===== config.mk =====
export PLATFORM = sky130hd
export DESIGN_NAME = mem_port_arbiter
export DESIGN_NICKNAME = d
export VERILOG_FILES = /design/src/rtl/mem_arb_pkg.sv /design/src/rtl/mem_port_arbiter_starve_counter.sv /design/src/rtl/mem_port_arbiter.sv
export SDC_FILE = /design/constraint.sdc
export NUM_CORES = 1
export LEC_CHECK = 0
export CORE_AREA = 2 2 104 106
export DETAILED_ROUTE_END_ITERATION = 7
export DIE_AREA = 0 0 106 108
export DONT_BUFFER_PORTS = 1
export GPL_TIMING_DRIVEN = 0
export SYNTH_ARGS = -nofsm -noshare
export SYNTH_HDL_FRONTEND = slang
export SYNTH_SLANG_ARGS = --single-unit

===== constraint.sdc =====
create_clock -name clk -period 1.8 [get_ports clk]
set_input_delay 0.09 -clock clk [delete_from_list [all_inputs] [get_ports clk]]
set_output_delay 0.09 -clock clk [all_outputs]
set_load 0.02 [all_outputs]

===== src/rtl/mem_arb_pkg.sv =====
// Shared definitions for the instruction/data memory port arbiter.
package mem_arb_pkg;

    // Arbiter state encoding; values are fixed so waveforms stay readable.
    typedef enum logic [1:0] {
        IDLE   = 2'd0,
        I_BUSY = 2'd1,
        D_BUSY = 2'd2
    } arb_state_t;

    // Data grants allowed to bypass a waiting fetch before it is promoted.
    localparam int STARVE_MAX_DEFAULT = 4;

endpackage


===== src/rtl/mem_port_arbiter_starve_counter.sv =====
// Saturating count of data grants that bypassed a waiting fetch.
// MAX = 0 never saturates, which turns fetch promotion off entirely.
module starve_counter #(
    parameter int MAX = 4,
    parameter int W   = (MAX > 0) ? $clog2(MAX + 1) : 1
) (
    input  logic clk,
    input  logic rst,
    input  logic inc_i,
    input  logic clr_i,
    output logic sat_o
);

    logic [W-1:0] cnt_q;
    logic [W-1:0] cnt_d;
    logic         at_max;

    assign at_max = (cnt_q == W'(MAX));
    assign sat_o  = (MAX != 0) && at_max;

    // Next count: clear wins, increment stops at MAX.
    always_comb begin
        cnt_d = cnt_q;
        if (clr_i) begin
            cnt_d = '0;
        end else if (inc_i && !at_max) begin
            cnt_d = cnt_q + W'(1);
        end
    end

    // Count register.
    always_ff @(posedge clk) begin
        if (rst) begin
            cnt_q <= '0;
        end else begin
            cnt_q <= cnt_d;
        end
    end

endmodule


===== src/rtl/mem_port_arbiter.sv =====
// Shares one single-ported memory between instruction fetch and the MEM stage.
// One transaction in flight; data wins unless a fetch has been bypassed
// STARVE_MAX times in a row. Command is latched at grant and held until ack.
module mem_port_arbiter
    import mem_arb_pkg::*;
#(
    parameter int STARVE_MAX = STARVE_MAX_DEFAULT,
    parameter int AW         = 32,
    parameter int DW         = 32
) (
    input  logic          clk,
    input  logic          rst,
    input  logic          if_req,
    input  logic [AW-1:0] if_addr,
    output logic [DW-1:0] if_rdata,
    output logic          if_ready,
    input  logic          d_rd,
    input  logic          d_wr,
    input  logic [AW-1:0] d_addr,
    input  logic [DW-1:0] d_wdata,
    output logic [DW-1:0] d_rdata,
    output logic          d_ready,
    output logic          mem_en,
    output logic          mem_we,
    output logic [AW-1:0] mem_addr,
    output logic [DW-1:0] mem_wdata,
    input  logic [DW-1:0] mem_rdata,
    input  logic          mem_ack,
    output logic          stall_if,
    output logic          stall_mem
);

    arb_state_t    state_q, state_d;
    logic [AW-1:0] addr_q, addr_d;
    logic          we_q, we_d;
    logic [DW-1:0] wdata_q, wdata_d;

    logic d_req;
    logic promote;
    logic grant_d;
    logic grant_i;
    logic if_done;
    logic d_done;

    assign d_req   = d_rd | d_wr;
    assign grant_d = (state_q == IDLE) && d_req && !(if_req && promote);
    assign grant_i = (state_q == IDLE) && !grant_d && if_req;

    // Counts data grants that overtook a pending fetch; any fetch grant clears it.
    starve_counter #(
        .MAX (STARVE_MAX)
    ) u_starve (
        .clk   (clk),
        .rst   (rst),
        .inc_i (grant_d & if_req),
        .clr_i (grant_i),
        .sat_o (promote)
    );

    // Next state and command latches; a simultaneous rd/wr is issued as a write.
    always_comb begin
        state_d = state_q;
        addr_d  = addr_q;
        we_d    = we_q;
        wdata_d = wdata_q;
        case (state_q)
            IDLE: begin
                if (grant_d) begin
                    state_d = D_BUSY;
                    addr_d  = d_addr;
                    we_d    = d_wr;
                    wdata_d = d_wdata;
                end else if (grant_i) begin
                    state_d = I_BUSY;
                    addr_d  = if_addr;
                    we_d    = 1'b0;
                end
            end
            I_BUSY, D_BUSY: begin
                if (mem_ack) begin
                    state_d = IDLE;
                end
            end
            default: state_d = IDLE;
        endcase
    end

    // State and command registers.
    always_ff @(posedge clk) begin
        if (rst) begin
            state_q <= IDLE;
            addr_q  <= '0;
            we_q    <= 1'b0;
            wdata_q <= '0;
        end else begin
            state_q <= state_d;
            addr_q  <= addr_d;
            we_q    <= we_d;
            wdata_q <= wdata_d;
        end
    end

    // A fetch only completes if the requester still wants the same address;
    // a redirected or flushed fetch finishes silently on the memory side.
    assign if_done = (state_q == I_BUSY) && mem_ack && if_req && (if_addr == addr_q);
    assign d_done  = (state_q == D_BUSY) && mem_ack && d_req;

    // Outputs are forced low while reset is held, even mid-transaction.
    assign if_ready  = !rst && if_done;
    assign d_ready   = !rst && d_done;
    assign if_rdata  = rst ? '0 : mem_rdata;
    assign d_rdata   = rst ? '0 : mem_rdata;
    assign mem_en    = !rst && (state_q != IDLE);
    assign mem_we    = !rst && we_q;
    assign mem_addr  = rst ? '0 : addr_q;
    assign mem_wdata = rst ? '0 : wdata_q;
    assign stall_if  = !rst && if_req && !if_done;
    assign stall_mem = !rst && d_req && !d_done;

endmodule


---- Word-level counts from Yosys, hierarchy flattened ----
Index checks and enable logic that the tools add are counted.
storage, ports and cells
  flip-flop bits (word level) ............. 70
operators by class
  add/sub/neg operators ................... 1
  eq/ne operators ......................... 6
  mux-type cells .......................... 11
  bitwise operators ....................... 2
  reduce and logical (&&, ||, !) cells .... 33
operators by type and width
  kind                                                 count
  2-to-1 mux 32 bit                                    5
  equality test 32 bit                                 1
  logical AND 1 bit                                    19
  zero test 1 bit                                      6
  2-to-1 mux 2 bit                                     3
  AND reduction 2 bit                                  3
  case mux 2 bit (2 select lines)                      1
  nonzero test 2 bit                                   2
  OR reduction 2 bit                                   2
  adder 3 x 1 -> 3 bit, second input constant          1
  equality test 3 bit, second input constant           1
  != test 3 bit, second input constant                 1
  equality test 2 x 1 -> 1 bit, second input constant  1
  equality test 2 bit, second input constant           1
  zero test 2 bit                                      1
  2-to-1 mux 1 bit                                     2
  != test 2 bit, second input constant                 1
  AND 1 bit                                            1
  bitwise OR 1 bit                                     1

---- Longest topological paths before layout ----
  depth after elaboration ................. 10
  depth in mapped cells ................... 8
  depth with buffers taken out ............ 6

---- Hierarchy ----
A second synthesis with hierarchy kept.
second synthesis, totals
  cell total of the unflattened synthesis .. 552
  area, all modules ....................... 4184.0 µm²
modules (own cells, without submodules)
  module            times used  cells an instance  area each (µm²)
  mem_port_arbiter  1           534                3996.3
  starve_counter    1           18                 187.7

---- Worst setup path after synthesis ----
OpenSTA, ideal clock, no wires.
  kind .................................... register to output
  from .................................... reg state_q[1]
  to ...................................... out if_ready
  data arrival time ....................... 1.781 ns
  required time ........................... 1.710 ns
  slack ................................... -0.071 ns
  cell stages (with the launch flop) ...... 6
  path buffers ............................ 0
  cell sequence ........................... dfxtp_1 inv_1 ha_1 nand4_1 or4_1 nor4_1
between the ends
  word-level cells in the longest chain between the ends .. 5
RTL lines
  element                         line                     text
  from (decl)                     mem_port_arbiter.sv:33   arb_state_t state_q, state_d;
  from (signal assigned)          mem_port_arbiter.sv:96   state_q <= state_d;
  equality test 2 x 1 -> 1 bit    mem_port_arbiter.sv:105  assign if_done = (state_q == I_BUSY) && mem_ack && if_req && (if_addr == addr_q);
  logical AND 1 bit (3 in a row)  mem_port_arbiter.sv:105
  logical AND 1 bit               mem_port_arbiter.sv:109  assign if_ready = !rst && if_done;
  to (decl)                       mem_port_arbiter.sv:16   output logic if_ready,
Every way passes these cells.

---- Worst setup path after layout ----
  from .................................... reg addr_q[4]
  to ...................................... out if_ready
between the ends
  word-level cells in the longest chain between the ends .. 3
RTL lines
  element                 line                     text
  from (decl)             mem_port_arbiter.sv:34   logic [AW-1:0] addr_q, addr_d;
  from (signal assigned)  mem_port_arbiter.sv:97   addr_q <= addr_d;
  equality test 32 bit    mem_port_arbiter.sv:105
  logical AND 1 bit       mem_port_arbiter.sv:105
  logical AND 1 bit       mem_port_arbiter.sv:109
Every way passes these cells.

==> results.yml <==
yosys:
  syn_nets: 690
  ys_seq_elements: 70
  synth_edf_count: 0
  synth_cells: 551
  synth_ff_type: "dfxtp_1"
  async_reset_ff_frac: 0
  synth_area_per_cell_sq_um: 7.44
  yosys_warnings: 0
  ys_seq_area_frac: 0.342
  syn_area_sq_um: 4100
  ys_types: 35
worst_setup_path:
  cp_max_fo: 2
  critPathBufInv: 0
  crit_family: "simple AND/OR/NAND/NOR gates"
  worstPathArrival_ps: 1960
  worstSetupStartpointType: "flop"
  end_kind: "output port"
  required_ps: 1710
  max_stage_delay_ps: 570
  path_cells: "xnor2_2, nand4_1, or4_4, nor4_4"
  worst_path_max_delay_cell: "or4_4"
  critical_path_class: "flop to output port"
run_status:
  violations: "negative setup slack"
  outcome: "complete, but fails checks"
place:
  numPortBuffers: 0
  dp_hpwl_microns: 11500
  placed_cell_area_sq_um: 4280
  gp_congestion: 0.913
  pre_cts_slack_ps: -242
layout:
  finalInstanceArea_sq_um: 5650
  seq_area_sq_um: 1410
  nets: 798
  final_common_cell: "nand2_1"
  multi_input_area_sq_um: 2430
  mostFrequentLayoutCells: "nand2_1 (129), nor2b_1 (98), dlygate4sd3_1 (96)"
  post_route_cells_drive_above_1_share: 0.155
  fill_cells: 952
  area_growth_pct: 37.7
job:
  max_cap_violations: 0
routing:
  final_antenna_net_count: 0
  drc_errors: 0
  num_vias: 4282
  dr_wl_met2_microns: 8050
  dr.pass1.iters: 5
  wl_per_cell_microns: 19.8
  drt_iter0_drc: 219
  wl_met3_microns: 1090
  routed_wl_microns: 15900
  via_per_inst: 5.34
  routed.top_layer: "met4"
  routedLengthMet1_microns: 5990
sta:
  fmax_ghz: 0.487
  tightest_slew_ps: 758
  final-hold-violation-count: 0
  worst_slack_ps: -255
  rsz0062_at_grt: "true"
  max_slew_margin: 0.494
  final.period_utilization: 1.14
  drv_slew: 0
  whs_ps: 68.4
  period_needed_ps: 2050
  setup_viol: 2
  fin_skew_ps: 10.1
hold_path:
  hp-class: "input pin to flop"
pwr:
  share_seq_of_total_power: 0.394
  power_switching_mw: 1.89
  power_density_nw_per_um2: 866
  ir_drop_v: 0.000368
  p_leak_nw: 2.22
  p_sw_frac: 0.388
  pwr-share-clk: 0.243
  combPwrFrac: 0.363
  p_int_mw: 2.99
global_routing:
  grt_pass1_vias: 4279
  grt_pass1_wl_microns: 23400
  antenna_found_initial: 2
  grt_max_degree: 13
  grt_overflow_total: 0
  track_usage: 0.265
die:
  start_util: 0.401
  die_h_microns: 108
  rows: 37
  coreArea_sq_um: 10200
  pin_count: 268
  die_w_microns: 106
  design.die.area_sq_um: 11400
clocking:
  clk_path_buf_depth: 2
  htree_levels: 3
  cts-root-buf: "clkbuf_8"
  cts_tree: "built"
  clkLatencyLatePin_ps: 350
  path_clk_slew_ps: 80
  cts_buffers: 9
  clock-sinks: 70
-- power groups by stage --
stage | Combinational (mW) | Clock (mW) | Sequential (mW)
finish | 1.78 | 1.19 | 1.93
global route | 1.92 | 1.27 | 1.95
CTS | 1.68 | 1.20 | 1.91
detailed placement | 1.45 | 0 | 1.94
global placement | 1.43 | 0 | 1.92
floorplan | 1.15 | 0 | 1.89
-- worst register-to-register path, delay by kind of cell, from the launching register on --
family / cells / cell delay [ps]
AOI/OAI and AO/OA: 1 / 260
adders and majority gates: 1 / 250
buffers and inverters: 3 / 470
DFF: 1 / 380
and+or+nand+nor: 2 / 290
-- registers in the layout (all words and copies together), names as in the netlist --
register,flops
u_starve.cnt_q,3
addr_q,32
we_q,1
state_q,2
wdata_q,32
-- area by class of cell --
| cell class | instances | area share |
|---|---|---|
| clock inverter | 6 | 0.00665 |
| tap | 136 | 0.0301 |
| clock buffer | 10 | 0.0244 |
| timing repair buffer | 97 | 0.172 |
| buffer | 73 | 0.0836 |
| inverter | 5 | 0.00332 |
| multi-input combinational | 403 | 0.430 |
| sequential | 70 | 0.250 |
| antenna | 2 | 0.000887 |
-- worst paths after layout --
kind	to	slack (ps)	cells after the start	from
worst max-delay path	if_ready	-250	4	addr_q[4]$_SDFFE_PP0P_
worst min-delay path	state_q[1]$_SDFFE_PP0P_	70	3	mem_ack
worst max register to register	addr_q[30]$_SDFFE_PP0P_	60	7	u_starve.cnt_q[0]$_SDFFE_PP0P_
worst min register to register	wdata_q[20]$_SDFFE_PP0P_	450	2	wdata_q[20]$_SDFFE_PP0P_
-- metal layers --
metal  track usage  vias up
met4         0.148        0
met2         0.465      217
li1              -     1991
met3        0.0542       49
met1         0.301     2025
met5             0        -
-- stage by stage --
step,setup TNS (ps),cells,total power [mW],utilization
CTS,-490,800,4.79,0.539
floorplan,0,551,3.05,-
finish,-504,802,4.89,0.552
detailed placement,-4180,687,3.38,0.418
global route,-707,802,5.13,0.552
global placement,-2710,687,3.36,0.418
-- synth_stat cells, types with 2 or more instances --
| library cell | instances | area [sq um] |
|---|---|---|
| buf_2 | 13 | 65.1 |
| nand4_1 | 5 | 31.3 |
| inv_1 | 5 | 18.8 |
| nand2_1 | 130 | 488 |
| xnor2_1 | 17 | 149 |
| nand2b_1 | 2 | 12.5 |
| ha_1 | 5 | 62.6 |
| dfxtp_1 | 70 | 1400 |
| a311oi_1 | 32 | 280 |
| xor2_1 | 16 | 140 |
| nand3_1 | 2 | 10.0 |
| nor2_1 | 40 | 150 |
| buf_1 | 3 | 11.3 |
| or4_1 | 2 | 15.0 |
| nor4_1 | 5 | 31.3 |
| a21oi_1 | 33 | 165 |
| nor2b_1 | 98 | 613 |
| o21ai_0 | 2 | 10.0 |
| buf_4 | 32 | 240 |
| clkbuf_1 | 24 | 90.1 |
-- logic make-up after synthesis --
| kind of cell | share of synthesized area |
|---|---|
| AOI/OAI and AO/OA | 0.125 |
| xor gates and xnor gates | 0.0705 |
| adders and majority gates | 0.0153 |
| buffers and inverters | 0.105 |
| DFF | 0.342 |
| muxes | 0.00244 |
| and+or+nand+nor | 0.340 |
-- what timing repair did --
| item | 4_1_cts | 5_1_grt |
|---|---|---|
| hold endpoints to repair | 64 | 0 |
| hold buffers | 96 | 0 |
| pin swaps | 12 | 1 |
| buffers inserted | 1 | 0 |
| setup endpoints to repair | 48 | 78 |
| gates resized for setup | 23 | 48 |
Note: power is estimated with default switching activity, not from simulation.
